File: config.mk
export PLATFORM = sky130hd
export DESIGN_NAME = alu_src_mux_pipe
export DESIGN_NICKNAME = d
export VERILOG_FILES = /design/src/rtl/cpu_mux_pkg.sv /design/src/rtl/skid_buf2.sv /design/src/rtl/alu_src_mux_pipe.sv
export SDC_FILE = /design/constraint.sdc
export NUM_CORES = 1
export LEC_CHECK = 0
export CAP_MARGIN = 15
export CORE_ASPECT_RATIO = 1.5
export CORE_UTILIZATION = 43
export CTS_CLUSTER_SIZE = 12
export DETAILED_ROUTE_END_ITERATION = 12
export HOLD_SLACK_MARGIN = 0.06
export PLACE_DENSITY = 0.84
export SYNTH_ARGS = -nofsm -noshare
export SYNTH_HDL_FRONTEND = slang
export SYNTH_SLANG_ARGS = --single-unit
export TNS_END_PERCENT = 5
File: constraint.sdc
create_clock -name clk -period 2.9 [get_ports clk]
set_input_delay 0.725 -clock clk [delete_from_list [all_inputs] [get_ports clk]]
set_output_delay 0.725 -clock clk [all_outputs]
set_load 0.005 [all_outputs]
File: src/rtl/cpu_mux_pkg.sv
// Shared definitions for the ALU operand-select path: buffer state encoding
// and the symbolic operand-source indices.
package cpu_mux_pkg;

  typedef enum logic [1:0] {
    EMPTY = 2'b00,
    ONE   = 2'b01,
    FULL  = 2'b10
  } buf_state_t;

  localparam int SRC_PC       = 0;
  localparam int SRC_A        = 1;
  localparam int SRC_IMM      = 2;
  localparam int SRC_IMM_SHL2 = 3;

endpackage

File: src/rtl/skid_buf2.sv
// Two-entry output/skid buffer with a registered in_ready, so that out_ready
// never reaches the upstream handshake through combinational logic.
module skid_buf2
  import cpu_mux_pkg::*;
#(
  parameter int W = 33
) (
  input  logic         clk,
  input  logic         reset,
  input  logic [W-1:0] in_data,
  input  logic         in_valid,
  output logic         in_ready,
  output logic [W-1:0] out_data,
  output logic         out_valid,
  input  logic         out_ready
);

  buf_state_t   state_reg;
  logic [W-1:0] out_reg;
  logic [W-1:0] skid_reg;
  logic         in_ready_reg;
  logic         out_valid_reg;

  logic in_xfer;
  logic out_xfer;

  assign in_xfer  = in_valid && in_ready_reg;
  assign out_xfer = out_valid_reg && out_ready;

  always_ff @(posedge clk or posedge reset) begin
    if (reset) begin
      state_reg     <= EMPTY;
      out_reg       <= '0;
      skid_reg      <= '0;
      in_ready_reg  <= 1'b1;
      out_valid_reg <= 1'b0;
    end else begin
      case (state_reg)
        EMPTY: begin
          if (in_xfer) begin
            out_reg       <= in_data;
            out_valid_reg <= 1'b1;
            state_reg     <= ONE;
          end
        end
        ONE: begin
          if (in_xfer && !out_xfer) begin
            // Downstream stalled: park the new word behind the output word.
            skid_reg     <= in_data;
            in_ready_reg <= 1'b0;
            state_reg    <= FULL;
          end else if (out_xfer && !in_xfer) begin
            out_valid_reg <= 1'b0;
            state_reg     <= EMPTY;
          end else if (in_xfer && out_xfer) begin
            out_reg <= in_data;
          end
        end
        FULL: begin
          if (out_xfer) begin
            out_reg      <= skid_reg;
            in_ready_reg <= 1'b1;
            state_reg    <= ONE;
          end
        end
        default: begin
          state_reg     <= EMPTY;
          in_ready_reg  <= 1'b1;
          out_valid_reg <= 1'b0;
        end
      endcase
    end
  end

  assign in_ready  = in_ready_reg;
  assign out_valid = out_valid_reg;
  assign out_data  = out_reg;

endmodule

File: src/rtl/alu_src_mux_pipe.sv
// ALU operand source select with a one-cycle registered output stage and a
// skid entry; out-of-range selects yield zero with an error flag.
module alu_src_mux_pipe
  import cpu_mux_pkg::*;
#(
  parameter int WIDTH   = 32,
  parameter int NUM_SRC = 4,
  parameter int SEL_W   = 2
) (
  input  logic                     clk,
  input  logic                     reset,
  input  logic [NUM_SRC*WIDTH-1:0] src_data,
  input  logic [SEL_W-1:0]         sel,
  input  logic                     in_valid,
  output logic                     in_ready,
  output logic [WIDTH-1:0]         out_data,
  output logic                     out_sel_err,
  output logic                     out_valid,
  input  logic                     out_ready
);

  localparam int N_SLOT = 1 << SEL_W;

  // Pad the source table to every encodable select so indexing stays in range.
  logic [WIDTH-1:0] src_arr [N_SLOT];

  genvar gi;
  generate
    for (gi = 0; gi < N_SLOT; gi++) begin : g_src
      if (gi < NUM_SRC) begin : g_real
        assign src_arr[gi] = src_data[gi*WIDTH +: WIDTH];
      end else begin : g_pad
        assign src_arr[gi] = '0;
      end
    end
  endgenerate

  logic             sel_err;
  logic [WIDTH-1:0] sel_data;
  logic [WIDTH:0]   buf_in;
  logic [WIDTH:0]   buf_out;

  always_comb begin
    sel_err  = (32'(sel) >= 32'(NUM_SRC));
    sel_data = sel_err ? '0 : src_arr[sel];
    buf_in   = {sel_err, sel_data};
  end

  skid_buf2 #(
    .W(WIDTH + 1)
  ) u_buf (
    .clk      (clk),
    .reset    (reset),
    .in_data  (buf_in),
    .in_valid (in_valid),
    .in_ready (in_ready),
    .out_data (buf_out),
    .out_valid(out_valid),
    .out_ready(out_ready)
  );

  assign out_data    = buf_out[WIDTH-1:0];
  assign out_sel_err = buf_out[WIDTH];

endmodule
==> results.json, run 1 <==
{
  "outcome": "finished, final reports clean",
  "path_class": "in -> reg",
  "worstPathRequired_ns": 3.11,
  "ys_seq_area_frac": 0.432,
  "hold_viol": 0,
  "syn_area_per_cell_um2": 16.8,
  "synth_top_area_share": 0.425,
  "critPathLaunchType": "input pin",
  "die-height_um": 119,
  "cts_resized": 0,
  "antenna_found_initial": 0,
  "cellLeakagePower_uw": 0.00255,
  "portBuffers": 167,
  "hold_class": "reg -> reg",
  "critPathCaptureType": "flop",
  "yosysTopAreaCell": "dfrtp_1",
  "max_freq_mhz": 454,
  "p_sw_uw": 907,
  "clk_pin_slew_ns": 0.05,
  "finalClockSkew_ns": 0.00539,
  "htreeDepth": 3,
  "startpoint": "out_ready",
  "grt_pass1_vias": 3246,
  "root_buffer": "clkbuf_16",
  "core_mm2": 0.00888,
  "critPathMaxFanout": 15,
  "post-route-util": 0.674,
  "holdWs_ns": 0.501,
  "grt_remaining_overflow": 0,
  "synth_nets": 368,
  "swShare": 0.236,
  "route.vias.total": 2763,
  "p_int_uw": 2930,
  "area_growth_syn_to_layout_pct": 52.0,
  "start_util": 0.444,
  "worstHoldStart": "u_buf.skid_reg[15]",
  "tightest_slew_ns": 0.641,
  "grtUsageTotal": 0.220,
  "cts_buffer_depth": 2,
  "final_nets": 536,
  "drive_gt1_frac": 0.381,
  "die_w_um": 80.2,
  "slew_headroom": 0.573,
  "tns_ns": 0,
  "drtIter0Drc": 101,
  "design_power_total_uw": 3840,
  "clkSinkCount": 68,
  "dp_slack_ns": 0.348,
  "clockPowerShare": 0.287,
  "grt_max_degree": 69,
  "tritoncts": "done",
  "io_pins": 169,
  "cp_slowest_stage_delay_ns": 0.53,
  "path_cells": "clkdlybuf4s50_1, a21boi_2, o32ai_4, buf_4, mux2_2",
  "ant_nets": 0,
  "p_per_area_mw_per_mm2": 641,
  "seqPwrFrac": 0.384,
  "combPwrFrac": 0.329,
  "drc_errors": 0,
  "wl_per_cell_um": 19.0,
  "gp_congestion": 0.697,
  "holdBufCountCts": 0,
  "nFillCells": 638,
  "synth.distinct_cells": 27,
  "post_cts.repair.setup_buffers": 0,
  "post-route-period-util": 0.760,
  "num_rows": 42,
  "vias_per_cell": 5.34,
  "drv_slew": 0,
  "worstPathArrival_ns": 2.41,
  "dp_hpwl_mm": 7.49,
  "synth_area_leaders": "dfrtp_1, mux2_2, mux4_2",
  "worstReg2RegStart": "u_buf.state_reg[1]",
  "drt_wl_total_mm": 9.84,
  "ir_worst_vdd_uv": 432,
  "rsz0062_at_grt": "false",
  "ys_seq_elements": 68,
  "finalSetupViolations": 0,
  "fin_ws_ns": 0.696,
  "crit_path_top_delay_cell": "clkdlybuf4s50_1",
  "syn_area_mm2": 0.00394,
  "clock_latency_ns": 0.33,
  "syn_inst": 234,
  "yosys_warnings": 0,
  "dieArea_mm2": 0.00956,
  "cts_buffers": 9,
  "cap_violations": 0,
  "grt_first_pass_wirelength_mm": 15.5,
  "period_minus_slack_ns": 2.20,
  "antenna_cells": 0,
  "first_pass_iters": 4
}
==> area by class of cell <==
cell class / count / area [um^2] / share of cell area
inverter: 2 / 7.51 / 0.00125
tap: 110 / 138 / 0.0230
timing repair buffer: 175 / 1780 / 0.297
multi-input combinational: 146 / 2060 / 0.344
clock inverter: 4 / 47.5 / 0.00794
clock buffer: 12 / 256 / 0.0428
sequential: 68 / 1700 / 0.284
==> power groups by stage <==
stage	clock network (uW)	registers, uW	logic (uW)
floorplan	0	1450	555
finish	1100	1480	1260
detailed placement	0	1490	1280
global placement	0	1470	1230
CTS	1130	1480	1280
global route	1170	1520	1340
==> cells in the mapped netlist <==
master and number:
a211o_1 1, o22ai_1 1, o21ai_0 2, and3b_1 1
conb_1 1, buf_2 3, o32ai_4 1, mux4_1 2
buf_1 3, mux2_2 66, a21boi_2 1, a21oi_1 1
nand2b_1 1, a21boi_0 1, inv_1 2, and2_1 1
buf_12 3, dfrtp_1 67, mux2_4 30, nand2_1 3
nor2_1 1, buf_6 5, o32a_1 1, dfstp_2 1
buf_4 4, mux2i_1 1, mux4_2 30
==> through the flow <==
step                cell area [um^2]  instances
detailed placement              5690        501
CTS                             5990        517
global placement                5690        501
floorplan                       3940        234
global route                    5990        517
finish                          5990        517
==> cell families (layout without fill, tap and decap cells) <==
family	after synthesis	after routing	synth area share
multiplexers	129	129	0.490
AO/OA/AOI/OAI	9	9	0.0219
buffers and inverters	20	193	0.0457
flip-flops	68	68	0.432
AND/OR/NAND/NOR	7	7	0.00921
other	1	1	0.000951
==> critical path, delay by kind of cell <==
family,cells,cell delay [ns]
buffers and inverters,2,0.88
AO/OA/AOI/OAI,2,0.44
multiplexers,1,0.37
==> path summary, 6_finish.rpt <==
path / to / slack, ns / cells after the start
worst max-delay path: u_buf.out_data[26] / 0.70 / 5
worst min-delay path: u_buf.skid_reg[15] / 0.50 / 1
worst max register to register: u_buf.out_data[15] / 0.83 / 4
worst min register to register: u_buf.skid_reg[15] / 0.50 / 1
max in group asynchronous: u_buf.in_ready / 1.79 / 3
min in group asynchronous: u_buf.out_data[14] / 0.79 / 3
==> cells in the final DEF (no fill, tap or decap), drive strengths merged <==
master and count:
clkdlybuf4s50 166, mux2 96, dfrtp 67, mux4 32, clkbuf 12, buf 9, nand2 3, o21ai 2
clkinv 2, a21boi 2, inv 2, and3b 1, nand2b 1, o32ai 1, and2 1, mux2i 1
a21oi 1, o22ai 1, o32a 1, nor2 1, a211o 1, conb 1, clkinvlp 1, bufinv 1
dfstp 1
==> metal layers <==
layer  global-route usage  up-vias  wire, um
met3               0.0483       22       436
li1                     -     1245         -
met4                0.117        0       343
met1                0.223     1399      3380
met5                    0        -         0
met2                0.406       97      5690
No activity file was read; power rests on OpenSTA's default activity.
==> run 2: changes to the inputs <==
CORE_UTILIZATION = 39   (was 43)
PLACE_DENSITY = 0.81   (was 0.84)
clock period = 1.8 ns   (was 2.9 ns; I/O delays follow)
==> run 2 against run 1 <==
The flow now finishes with violations (DRC). Worst setup slack got worse by 0.69 ns. Core utilization fell by 4.5 points. Sequential share of layout area fell by 0.66 points. Final area rose by 2.4%. Critical path depth rose by 1. Non-clock buffer count rose by 10.
==> results.json, run 2 (synthesis gave the netlist of run 1 again) <==
{
  "design_power_total_uw": 5980,
  "clkSinkCount": 68,
  "worstReg2RegStart": "u_buf.in_ready",
  "cap_violations": 0,
  "io_pins": 169,
  "gp_congestion": 0.764,
  "finalSetupViolations": 0,
  "grt_remaining_overflow": 0,
  "seqPwrFrac": 0.399,
  "antenna_cells": 0,
  "die_w_um": 84.1,
  "htreeDepth": 3,
  "first_pass_iters": 8,
  "path_class": "in -> reg",
  "placed_area_mm2": 0.00582,
  "holdWs_ns": 0.497,
  "reg2reg_slack_ns": 0.10,
  "worstPathArrival_ns": 2.01,
  "swShare": 0.235,
  "ant_nets": 0,
  "vias_per_cell": 5.30,
  "clockPowerShare": 0.265,
  "drc_errors": 17,
  "start_util": 0.404,
  "cts_buffer_depth": 2,
  "worstPathRequired_ns": 2.01,
  "violations": "DRC",
  "ir_worst_vdd_uv": 571,
  "tns_ns": 0,
  "hold_viol": 0,
  "hold_class": "reg -> reg",
  "r2r-end": "u_buf.out_data[24]",
  "p_sw_uw": 1400,
  "die-height_um": 125,
  "tritoncts": "done",
  "outcome": "complete, but fails checks",
  "grt_first_pass_wirelength_mm": 15.7,
  "root_buffer": "clkbuf_16",
  "critPathLaunchType": "input pin",
  "finalClockSkew_ns": 0.00565,
  "final_common_cell": "clkdlybuf4s50_1",
  "area_growth_syn_to_layout_pct": 55.6,
  "fin_ws_ns": 0.00302,
  "wl_per_cell_um": 18.0,
  "stdcell_area_mm2": 0.00613,
  "period_minus_slack_ns": 1.80,
  "endpoint": "u_buf.out_data[24]",
  "dp_hpwl_mm": 7.16,
  "clock_latency_ns": 0.33,
  "drive_gt1_frac": 0.399,
  "mostFrequentLayoutCells": "clkdlybuf4s50_1, dfrtp_1, mux2_2",
  "post-route-period-util": 0.998,
  "route.vias.total": 2815,
  "dieArea_mm2": 0.0105,
  "num_rows": 44,
  "grt_pass1_vias": 3174,
  "clk_pin_slew_ns": 0.05,
  "drt_wl_total_mm": 9.58,
  "core_mm2": 0.00974,
  "worstHoldStart": "u_buf.skid_reg[27]",
  "critPathCaptureType": "flop",
  "p_int_uw": 4580,
  "r2r_cells": 5,
  "portBuffers": 167,
  "combPwrFrac": 0.336,
  "drv_slew": 0,
  "final_nets": 546,
  "grtUsageTotal": 0.193,
  "startpoint": "in_valid",
  "cts_buffers": 9,
  "p_per_area_mw_per_mm2": 976,
  "dp_slack_ns": -0.328,
  "drtIter0Drc": 90,
  "cellLeakagePower_uw": 0.00262,
  "max_freq_mhz": 556,
  "grt_max_degree": 69,
  "critPathMaxFanout": 13,
  "holdBufCountCts": 0,
  "antenna_found_initial": 0
}
run 2: worst min-delay path by stage:
stage,end,slack [ns],cells after the start
after floorplan,u_buf.state_reg[0],0.47,1
after global placement,u_buf.skid_reg[11],0.48,1
after detailed placement,u_buf.skid_reg[27],0.49,1
after CTS,u_buf.skid_reg[27],0.50,1
after global routing,u_buf.skid_reg[27],0.51,1
final,u_buf.skid_reg[27],0.50,1
run 2: per-stage QoR:
stage                     utilization  std cells
after floorplan                     -        234
after global placement          0.597        514
after detailed placement        0.597        514
after CTS                       0.624        529
after global routing            0.629        531
final                           0.629        531
run 2: power by group through the flow:
stage               sequential [uW]  combinational (uW)  clock (uW)
finish                         2390                2010        1590
global route                   2460                2150        1680
CTS                            2390                2040        1620
detailed placement             2400                2040           0
global placement               2370                1980           0
floorplan                      2340                 895           0
run 2: timing repair:
| item | in CTS | in global routing |
|---|---|---|
| pin swaps | 0 | 1 |
| setup buffers | 0 | 1 |
| setup endpoints to repair | 1 | 6 |
| gates cloned | 0 | 1 |
| resized for setup | 1 | 1 |
run 2: routing by layer:
layer | GRT usage | routed length [um] | vias up
met4 | 0.0730 | 199 | 0
met1 | 0.215 | 3710 | 1441
met5 | 0 | 0 | -
met2 | 0.355 | 5180 | 98
li1 | - | - | 1262
met3 | 0.0409 | 496 | 14
run 2: final cells by class:
| cell class | count | area [um^2] |
|---|---|---|
| tap | 115 | 144 |
| sequential | 68 | 1700 |
| inverter | 2 | 11.3 |
| multi-input combinational | 146 | 2070 |
| timing repair buffer | 185 | 1940 |
| fill | 760 | 3610 |
| clock inverter | 2 | 10.0 |
| clock buffer | 13 | 260 |
run 2: critical path, stage by stage:
cell	delay (ns)
clkdlybuf4s50_1	0.52
nand2_2	0.10
o32ai_4	0.29
buf_12	0.16
buf_12	0.16
mux2_4	0.32
==> run 3: changes to the inputs <==
CORE_MARGIN = 2   (was default)
CTS_CLUSTER_DIAMETER = 60   (was default)
==> run 3 against run 2 <==
The flow now finishes without violations. Critical path depth shrank 1. Clock power up 4%. Sequential power is essentially flat. Largest power group unchanged. Final area fell by 0.53%. Maximum frequency increased by 5.8%. Via count increased by 1.1%. First-iteration DRC count decreased by 29%. Flip-flop and latch count is the same. Core utilization down 1.7 points.
==> results.json, run 3 (synthesis gave the netlist of run 1 again) <==
{
  "final_nets": 544,
  "clock_latency_ns": 0.33,
  "critPathLaunchType": "input pin",
  "fin_ws_ns": 0.101,
  "worstHoldEndpoint": "u_buf.skid_reg[24]",
  "finalSetupViolations": 0,
  "finalClockSkew_ns": 0.00425,
  "htreeDepth": 3,
  "worst_hold_path.num_cells": 1,
  "clkSinkCount": 68,
  "grt_remaining_overflow": 0,
  "cts_buffers": 9,
  "io_pins": 169,
  "drc_errors": 0,
  "die_w_um": 86.1,
  "post_cts.repair.setup_buffers": 0,
  "area_growth_syn_to_layout_pct": 54.8,
  "grt_first_pass_wirelength_mm": 16.2,
  "dieArea_mm2": 0.0109,
  "worstPathRequired_ns": 2.01,
  "cts_buffer_depth": 2,
  "tritoncts": "done",
  "period_minus_slack_ns": 1.70,
  "r2r_cells": 4,
  "drtIter0Drc": 64,
  "outcome": "finished, final reports clean",
  "regArea_mm2": 0.00170,
  "final_common_cell": "clkdlybuf4s50_1",
  "core_mm2": 0.00997,
  "post-route-util": 0.612,
  "tns_ns": 0,
  "grt_pass1_vias": 3280,
  "cellLeakagePower_uw": 0.00260,
  "route.vias.total": 2846,
  "drv_slew": 0,
  "first_pass_iters": 4,
  "worstPathArrival_ns": 1.91,
  "drt_wl_total_mm": 10.1,
  "post-route-period-util": 0.944,
  "hold_viol": 0,
  "grt_max_degree": 69,
  "multi_input_area_mm2": 0.00206,
  "root_buffer": "clkbuf_16",
  "ant_nets": 0,
  "critPathMaxFanout": 20,
  "cap_violations": 0,
  "holdBufCountCts": 0,
  "r2r-end": "u_buf.out_data[13]",
  "drive_gt1_frac": 0.395,
  "rsz0062_at_grt": "false",
  "reg2reg_slack_ns": 0.11,
  "portBuffers": 167,
  "start_util": 0.395,
  "ir_worst_vdd_uv": 557,
  "clk_pin_slew_ns": 0.05,
  "max_freq_mhz": 589,
  "critPathCaptureType": "flop",
  "wl_per_cell_um": 19.0,
  "p_per_area_mw_per_mm2": 994,
  "cts_resized": 3,
  "num_rows": 45,
  "worstHoldStart": "u_buf.skid_reg[24]",
  "dp_slack_ns": -0.465,
  "design_power_total_uw": 6060,
  "mostFrequentLayoutCells": "clkdlybuf4s50_1, dfrtp_1, mux2_2",
  "path_class": "in -> reg",
  "antenna_cells": 0,
  "grtUsageTotal": 0.194,
  "hold_class": "reg -> reg",
  "dp_hpwl_mm": 7.62,
  "antenna_found_initial": 0,
  "die-height_um": 127,
  "nFillCells": 769,
  "vias_per_cell": 5.35,
  "worstReg2RegStart": "u_buf.state_reg[1]",
  "gp_congestion": 0.806
}
run 3: cell count changes in the layout (fill, tap and decap cells not counted), moves of 2 or more:
cell and change:
clkdlybuf4s50_1 -3, dlygate4sd2_1 +2, dlymetal6s2s_1 +2, mux4_1 -2, mux4_2 +2
run 3: through the flow:
stage	std cells	area, um^2	hold WS (ns)
global placement	516	5820	0.483
detailed placement	516	5820	0.491
global route	532	6100	0.520
CTS	532	6100	0.505
finish	532	6100	0.500
floorplan	234	3950	0.469
run 3: worst max-delay path by stage:
stage	from	endpoint	depth (start not counted)
5_1_grt	u_buf.state_reg[1]	u_buf.out_data[15]	4
4_1_cts	u_buf.out_valid	out_valid	2
3_3_place_gp	sel[1]	u_buf.out_data[27]	5
3_5_place_dp	sel[1]	u_buf.out_data[18]	5
6_report	sel[0]	u_buf.out_data[1]	5
2_1_floorplan	sel[0]	u_buf.out_data[19]	5
run 3: worst max-delay path, stage by stage:
cell and delay, ns:
buf_2 0.13, buf_12 0.22, mux4_2 0.55, mux2_2 0.29, mux2_4 0.25
run 3: metal layers:
metal  share of wire  vias to the layer above  GRT usage
li1                -                     1256          -
met1            0.37                     1474      0.220
met2            0.55                       99      0.351
met3           0.051                       17     0.0375
met4           0.025                        0     0.0822
met5               0                        -          0
run 3: cell type report:
class	instances	area share
repair buffers	183	0.312
clock buffers	15	0.0455
inverters	2	0.00185
well taps	117	0.0240
flip-flops and latches	68	0.279
clock inverters	1	0.000821
multi-input cells	146	0.337
run 3: power by group:
group          switching, uW  total, uW  internal (uW)
Clock                    612       1660           1040
Sequential               304       2370           2070
Combinational            511       2030           1520
Total                   1430       6060           4630
